`src/rtl/branch_resolve_bht.sv`:
```
// EX-stage branch resolution with a 2-bit saturating-counter branch history table.
// Optional resolved/mispredict statistics counters are enabled by defining BP_STATS_EN.
module branch_resolve_bht #(
  parameter int unsigned IDX_W    = 6,
  parameter logic [1:0]  CNT_INIT = 2'b10
) (
  input  logic        clk,
  input  logic        rstn,
  input  logic [31:0] if_pc,
  output logic        if_pred_taken,
  input  logic        ex_valid,
  input  logic        ex_is_branch,
  input  logic        ex_is_jump,
  input  logic        ex_taken,
  input  logic        ex_pred_taken,
  input  logic [31:0] ex_pc,
  input  logic [31:0] ex_br_target,
  input  logic [31:0] ex_jmp_target,
  output logic [1:0]  Nexttype,
  output logic [31:0] redirect_pc,
  output logic [31:0] br_cnt,
  output logic [31:0] mis_cnt
);

  typedef enum logic [1:0] {
    NT_PCPLUS4  = 2'b00,
    NT_BRANCH   = 2'b01,
    NT_BR_WRONG = 2'b10,
    NT_JUMP     = 2'b11
  } nexttype_e;

  localparam int unsigned DEPTH = 1 << IDX_W;

  logic [1:0]       r_bht [DEPTH];
  logic [IDX_W-1:0] w_if_idx;
  logic [IDX_W-1:0] w_ex_idx;
  logic [1:0]       w_cnt_cur;
  logic [1:0]       w_cnt_next;
  logic             w_train;
  logic [31:0]      w_pc_plus4;
  nexttype_e        w_nt;
  logic [31:0]      w_redirect;
  logic             w_unused;

  assign w_if_idx   = if_pc[IDX_W+1:2];
  assign w_ex_idx   = ex_pc[IDX_W+1:2];
  assign w_pc_plus4 = ex_pc + 32'd4;
  assign w_unused   = ^{if_pc[31:IDX_W+2], if_pc[1:0]};

  // A jump that also carries the branch flag never trains the table.
  assign w_train = rstn & ex_valid & ex_is_branch & ~ex_is_jump;

  // Lookup reads the stored value only; a same-cycle update is seen next cycle.
  assign if_pred_taken = rstn ? r_bht[w_if_idx][1] : 1'b0;

  always_comb begin
    w_nt       = NT_PCPLUS4;
    w_redirect = w_pc_plus4;
    if (!ex_valid) begin
      w_nt       = NT_PCPLUS4;
      w_redirect = w_pc_plus4;
    end else if (ex_is_jump) begin
      w_nt       = NT_JUMP;
      w_redirect = ex_jmp_target;
    end else if (ex_is_branch) begin
      if (ex_taken == ex_pred_taken) begin
        w_nt       = NT_BRANCH;
        w_redirect = w_pc_plus4;
      end else begin
        w_nt       = NT_BR_WRONG;
        w_redirect = ex_taken ? ex_br_target : w_pc_plus4;
      end
    end
  end

  assign Nexttype    = rstn ? w_nt : NT_PCPLUS4;
  assign redirect_pc = rstn ? w_redirect : '0;

  assign w_cnt_cur = r_bht[w_ex_idx];

  always_comb begin
    w_cnt_next = w_cnt_cur;
    if (ex_taken) begin
      if (w_cnt_cur != 2'b11) w_cnt_next = w_cnt_cur + 2'b01;
    end else begin
      if (w_cnt_cur != 2'b00) w_cnt_next = w_cnt_cur - 2'b01;
    end
  end

  always_ff @(posedge clk) begin
    if (!rstn) begin
      for (int unsigned i = 0; i < DEPTH; i++) r_bht[i] <= CNT_INIT;
    end else if (w_train) begin
      r_bht[w_ex_idx] <= w_cnt_next;
    end
  end

`ifdef BP_STATS_EN
  logic [31:0] r_br_cnt;
  logic [31:0] r_mis_cnt;
  logic        w_mispred;

  assign w_mispred = w_train & (ex_taken != ex_pred_taken);

  always_ff @(posedge clk) begin
    if (!rstn) begin
      r_br_cnt  <= '0;
      r_mis_cnt <= '0;
    end else begin
      if (w_train && (r_br_cnt != '1))   r_br_cnt  <= r_br_cnt + 32'd1;
      if (w_mispred && (r_mis_cnt != '1)) r_mis_cnt <= r_mis_cnt + 32'd1;
    end
  end

  assign br_cnt  = r_br_cnt;
  assign mis_cnt = r_mis_cnt;
`else
  assign br_cnt  = '0;
  assign mis_cnt = '0;
`endif

endmodule

```
`config.mk`:
```
export PLATFORM = sky130hd
export DESIGN_NAME = branch_resolve_bht
export DESIGN_NICKNAME = d
export VERILOG_FILES = /design/src/rtl/branch_resolve_bht.sv
export SDC_FILE = /design/constraint.sdc
export NUM_CORES = 1
export LEC_CHECK = 0
export CORE_MARGIN = 5
export CORE_UTILIZATION = 53
export DETAILED_ROUTE_END_ITERATION = 8
export DONT_BUFFER_PORTS = 1
export PLACE_DENSITY_LB_ADDON = 0.15
export SLEW_MARGIN = 20
export SYNTH_ARGS = -nofsm -noshare
export SYNTH_HDL_FRONTEND = slang
export SYNTH_SLANG_ARGS = --single-unit
```
`constraint.sdc`:
```
create_clock -name clk -period 4.62 [get_ports clk]
set_input_delay 0.924 -clock clk [delete_from_list [all_inputs] [get_ports clk]]
set_output_delay 0.924 -clock clk [all_outputs]
set_load 0.01 [all_outputs]
```
; ---- Word level (Yosys, flattened, before mapping)
; Memory sizes are Yosys's and may differ from the RTL's.
; Index checks and enable logic that the tools add are counted.
[word_totals]
reg_bits = 0
mem_bits_rw = 128
out_inout_bits = 99
wordCells = 34
n_memories = 1
[classes]
addsub = 3
eq_ne = 2
mux = 22
bitwise_logic = 4
n_reduce_logical = 2
[memory_table]
columns = memory, depth, word_bits, read_ports, rd_clocked_by_memory_dff, wr, line
row1 = r_bht, 64, 2, 2, 0, 64, 34  ; logic [1:0] r_bht [DEPTH];
[ops]
columns = operator, n
row1 = 32-bit two-way mux, 6
row2 = "32-bit by 3-bit adder with 32-bit output, second input constant", 1
row3 = 2-bit two-way mux, 9
row4 = 1-bit two-way mux, 6
row5 = 6-bit two-way mux, 1
row6 = 1-bit AND, 3
row7 = "2-bit by 1-bit adder with 2-bit output, second input constant", 1
row8 = "2-bit inequality test, second input constant", 1
row9 = 2-bit nonzero test, 1
row10 = 2-bit OR reduction, 1
row11 = "2-bit by 1-bit subtractor with 2-bit output, second input constant", 1
row12 = 1-bit == test, 1
row13 = 1-bit inverter, 1

; ---- Longest topological paths before layout
[logic_depth]
ltp_word = 8
ltp_mapped = 12

; ---- Worst setup path after synthesis
; Ideal clock, no wire load.
[synth_path]
path_type = input port to output port
startpoint = in if_pc[2]
endpoint = out if_pred_taken
t_arrival_ns = 3.109
required_ns = 3.696
setup_slack_ns = 0.587
cell_stages = 6
cell_sequence = clkbuf_1 > buf_2 > mux4_2 > mux4_2 > mux2_2 > o211a_1
[synth_between]
elab_chain_len = 2
[synth_rtl]
columns = item, line
row1 = start: declaration, 9  ; input logic [31:0] if_pc,
row2 = memory 64 x 2 bit, -
row3 = 1-bit two-way mux, 54  ; assign if_pred_taken = rstn ? r_bht[w_if_idx][1] : 1'b0;
row4 = end: declaration, 10  ; output logic if_pred_taken,
; No other way between the ends.

; ---- Worst setup path after layout
[layout_path]
startpoint = in ex_is_jump
endpoint = out redirect_pc[2]
[layout_between]
elab_chain_len = 3
[layout_rtl]
columns = item, line
row1 = start: declaration, 13  ; input logic ex_is_jump,
row2 = 32-bit two-way mux, 62  ; end else if (ex_is_jump) begin
row3 = 32-bit two-way mux, 59  ; if (!ex_valid) begin
row4 = 32-bit two-way mux, 77  ; assign redirect_pc = rstn ? w_redirect : '0;
row5 = end: declaration, 20  ; output logic [31:0] redirect_pc,
; No other way between the ends.

==> results by group <==
Finish
  • Max FFs per register: 128
  • Register with the most flip-flops: r_bht
  • Area growth, synth to finish: 2.919%
  • Share of cells above drive strength 1: 15.54%
  • Final nets: 923
  • Non-filler cells, final: 1018
  • Antenna cell count: 0
  • Final Util: 55.11%
  • Commonest non-fill, non-tap cells in the layout: edfxtp_1, nand2_1, nand3_1
  • Top Registers: r_bht: 128 flops
  • Leading cell type in the layout, fill and taps excluded: edfxtp_1

STA
  • Skew final: 0.005813 ns
  • Final slew viol count: 0
  • Final TNS setup: 0 ns
  • Final setup viols: 0
  • Final Hold Fails: 0
  • Achievable frequency: 0.2720 GHz
  • Final hold slack: 0.7454 ns
  • Worst rel slew slack: 26.26%
  • Slew @ Worst Pin: 1.102 ns
  • Crit share post-route: 79.58%
  • RSZ-0062 raised after global routing: false
  • Minimum clock period: 3.677 ns
  • Final WS setup: 0.9432 ns

Logic synthesis
  • Top cell type's share of synthesized area: 43.75%
  • Syn Area/Cell: 10.47 um2
  • Sequential area share after synthesis: 43.75%
  • Synth top area cells: edfxtp_1, mux4_2, buf_4, nand3_1, nor3_2
  • Synthesized flop and latch total: 128
  • Synth area leader: edfxtp_1
  • Synth cell types: 46
  • Fraction of registers with async set/reset: 0%
  • Synthesized cell area: 0.008786 mm2
  • Top_reg_cell synth: edfxtp_1
  • Warnings, synthesis: 0
  • Syn Inst Count: 839
  • Number of flops mapped to enable cells by yosys: 128

Clock network
  • CTS clk-pin slew, worst paths: 0.05 ns
  • CTS Hold Bufs: 0
  • H-tree depth: 4
  • TritonCTS Buffers: 17
  • Postcts setup bufs: 0
  • Clock root cell: clkbuf_16
  • Clk_lat worst skew: 0.42 ns
  • CTS Sinks: 128
  • TritonCTS clock tree: built
  • Post-CTS sizing: 0
  • Clk buf depth: 2

Worst setup path
  • Delay-heaviest family, CP: compound AO/OA/AOI/OAI gates
  • WP buf/inv: 1
  • Worst EP arrival: 2.75 ns
  • Critical path capture point type: output pin
  • Critical path cell sequence: inv_1, o21ai_0, nand2_1, nand2_1, o21ai_0
  • Slowest CP cell: o21ai_0
  • Worst R2R Setup Slack: 1.56 ns
  • CP Max Fanout: 20
  • Critical Path RT: 3.70 ns
  • Critical path type: in -> out
  • Crit start category: input pin
  • Crit path largest cell delay: 0.54 ns

Global route
  • First-pass GRT wire length: 37310 um
  • Vias in the first global route: 6288
  • Grt ovf: 0
  • Initial antenna violation count: 0
  • Global-route usage over all layers: 24.90%
  • Largest net degree at the start of global routing: 88

Route
  • Vias per inst: 6.486
  • DRT Pass-1 Iters: 5
  • Via count: 6603
  • DRT Wirelength: 24590 um
  • Iter 0 DRT Violations: 675
  • Drc violations: 0
  • Antenna Nets Post-Route: 0
  • WL/cell: 24.15 um

Place
  • Placed instance count: 988
  • DP Wirelength: 16430 um
  • GPL Wtd Cong: 0.8858
  • Port Buffers: 0
  • Setup WS pre-CTS: 1.004 ns

Min path
  • Hold WC Path Type: in -> reg

Power and ir drop
  • Peak VDD IR: 0.2515 mV
  • Pwr dens: 310.6 mW/mm2
  • Leak Pwr: 0.002727 uW

Floorplan
  • # IOs: 234
  • Starting Density: 53.55%
  • Die width: 138.8 um
  • Die area: 0.01925 mm2
  • Row count: 47
  • Core Footprint: 0.01641 mm2
  • Die H: 138.8 um

Run status
  • Status: completed

Run
  • Max-cap violations: 0
==> cells by family (layout without fill, tap and decap cells) <==
kind of cell / Yosys count / count (layout) / share of synthesized area [%]
other: 1 / 64 / 0.04268
adders and majority gates: 3 / 3 / 0.3845
xor gates and xnor gates: 29 / 29 / 2.891
and+or+nand+nor: 314 / 314 / 19.03
muxes: 67 / 67 / 13.34
buffers and inverters: 153 / 49 / 10.38
DFF: 128 / 128 / 43.75
AOI/OAI and AO/OA: 144 / 144 / 10.18
==> synth_stat cells, types with 7 or more instances <==
library cell,number
edfxtp_1,128
a221oi_1,9
nor3_2,39
buf_1,9
nand3_1,79
nor2b_1,8
xor2_1,13
o22ai_1,12
a21oi_1,13
xnor2_1,16
clkbuf_1,49
nor2_1,51
a22oi_1,26
nor3_1,13
buf_2,9
nand2_1,89
mux4_2,40
buf_4,73
o21ai_0,66
buf_6,7
mux2i_1,26
==> area by class of cell <==
cell class	instances	area, um2
inverters	6	22.52
well taps	220	275.3
repair buffers	13	110.1
fillers	1431	7365
flip-flops and latches	128	3844
multi-input cells	621	4283
clock inverters	11	75.07
clock buffers	19	432.9
==> worst paths after layout <==
path,cells past startpoint,to,start
worst min register to register,6,r_bht[16][1],r_bht[0][1]
worst max register to register,7,r_bht[50][0],r_bht[49][1]
worst max-delay path,5,redirect_pc[2],ex_is_jump
worst min-delay path,1,r_bht[16][1],rstn
==> power by group <==
part / switching [uW] / internal, uW / total (uW)
registers: 6.49 / 1300 / 1300
logic: 226 / 97.4 / 324
clock network: 466 / 717 / 1180
==> metal layers <==
metal | up-vias | GRT usage, % | wire length (um)
met5 | - | 0 | 0
met4 | 0 | 9.114 | 644
met3 | 52 | 4.276 | 2010
met2 | 367 | 39.39 | 11950
met1 | 3286 | 34.84 | 9981
li1 | 2898 | - | -
==> per-stage QoR <==
stage                     instance area, um2  power (uW)
final                                   9042        2808
after global routing                    9042        2893
after CTS                               9042        2820
after detailed placement                8534        1645
after global placement                  8534        1638
after floorplan                         9022        1673
Power figures use the tool's default switching activity.
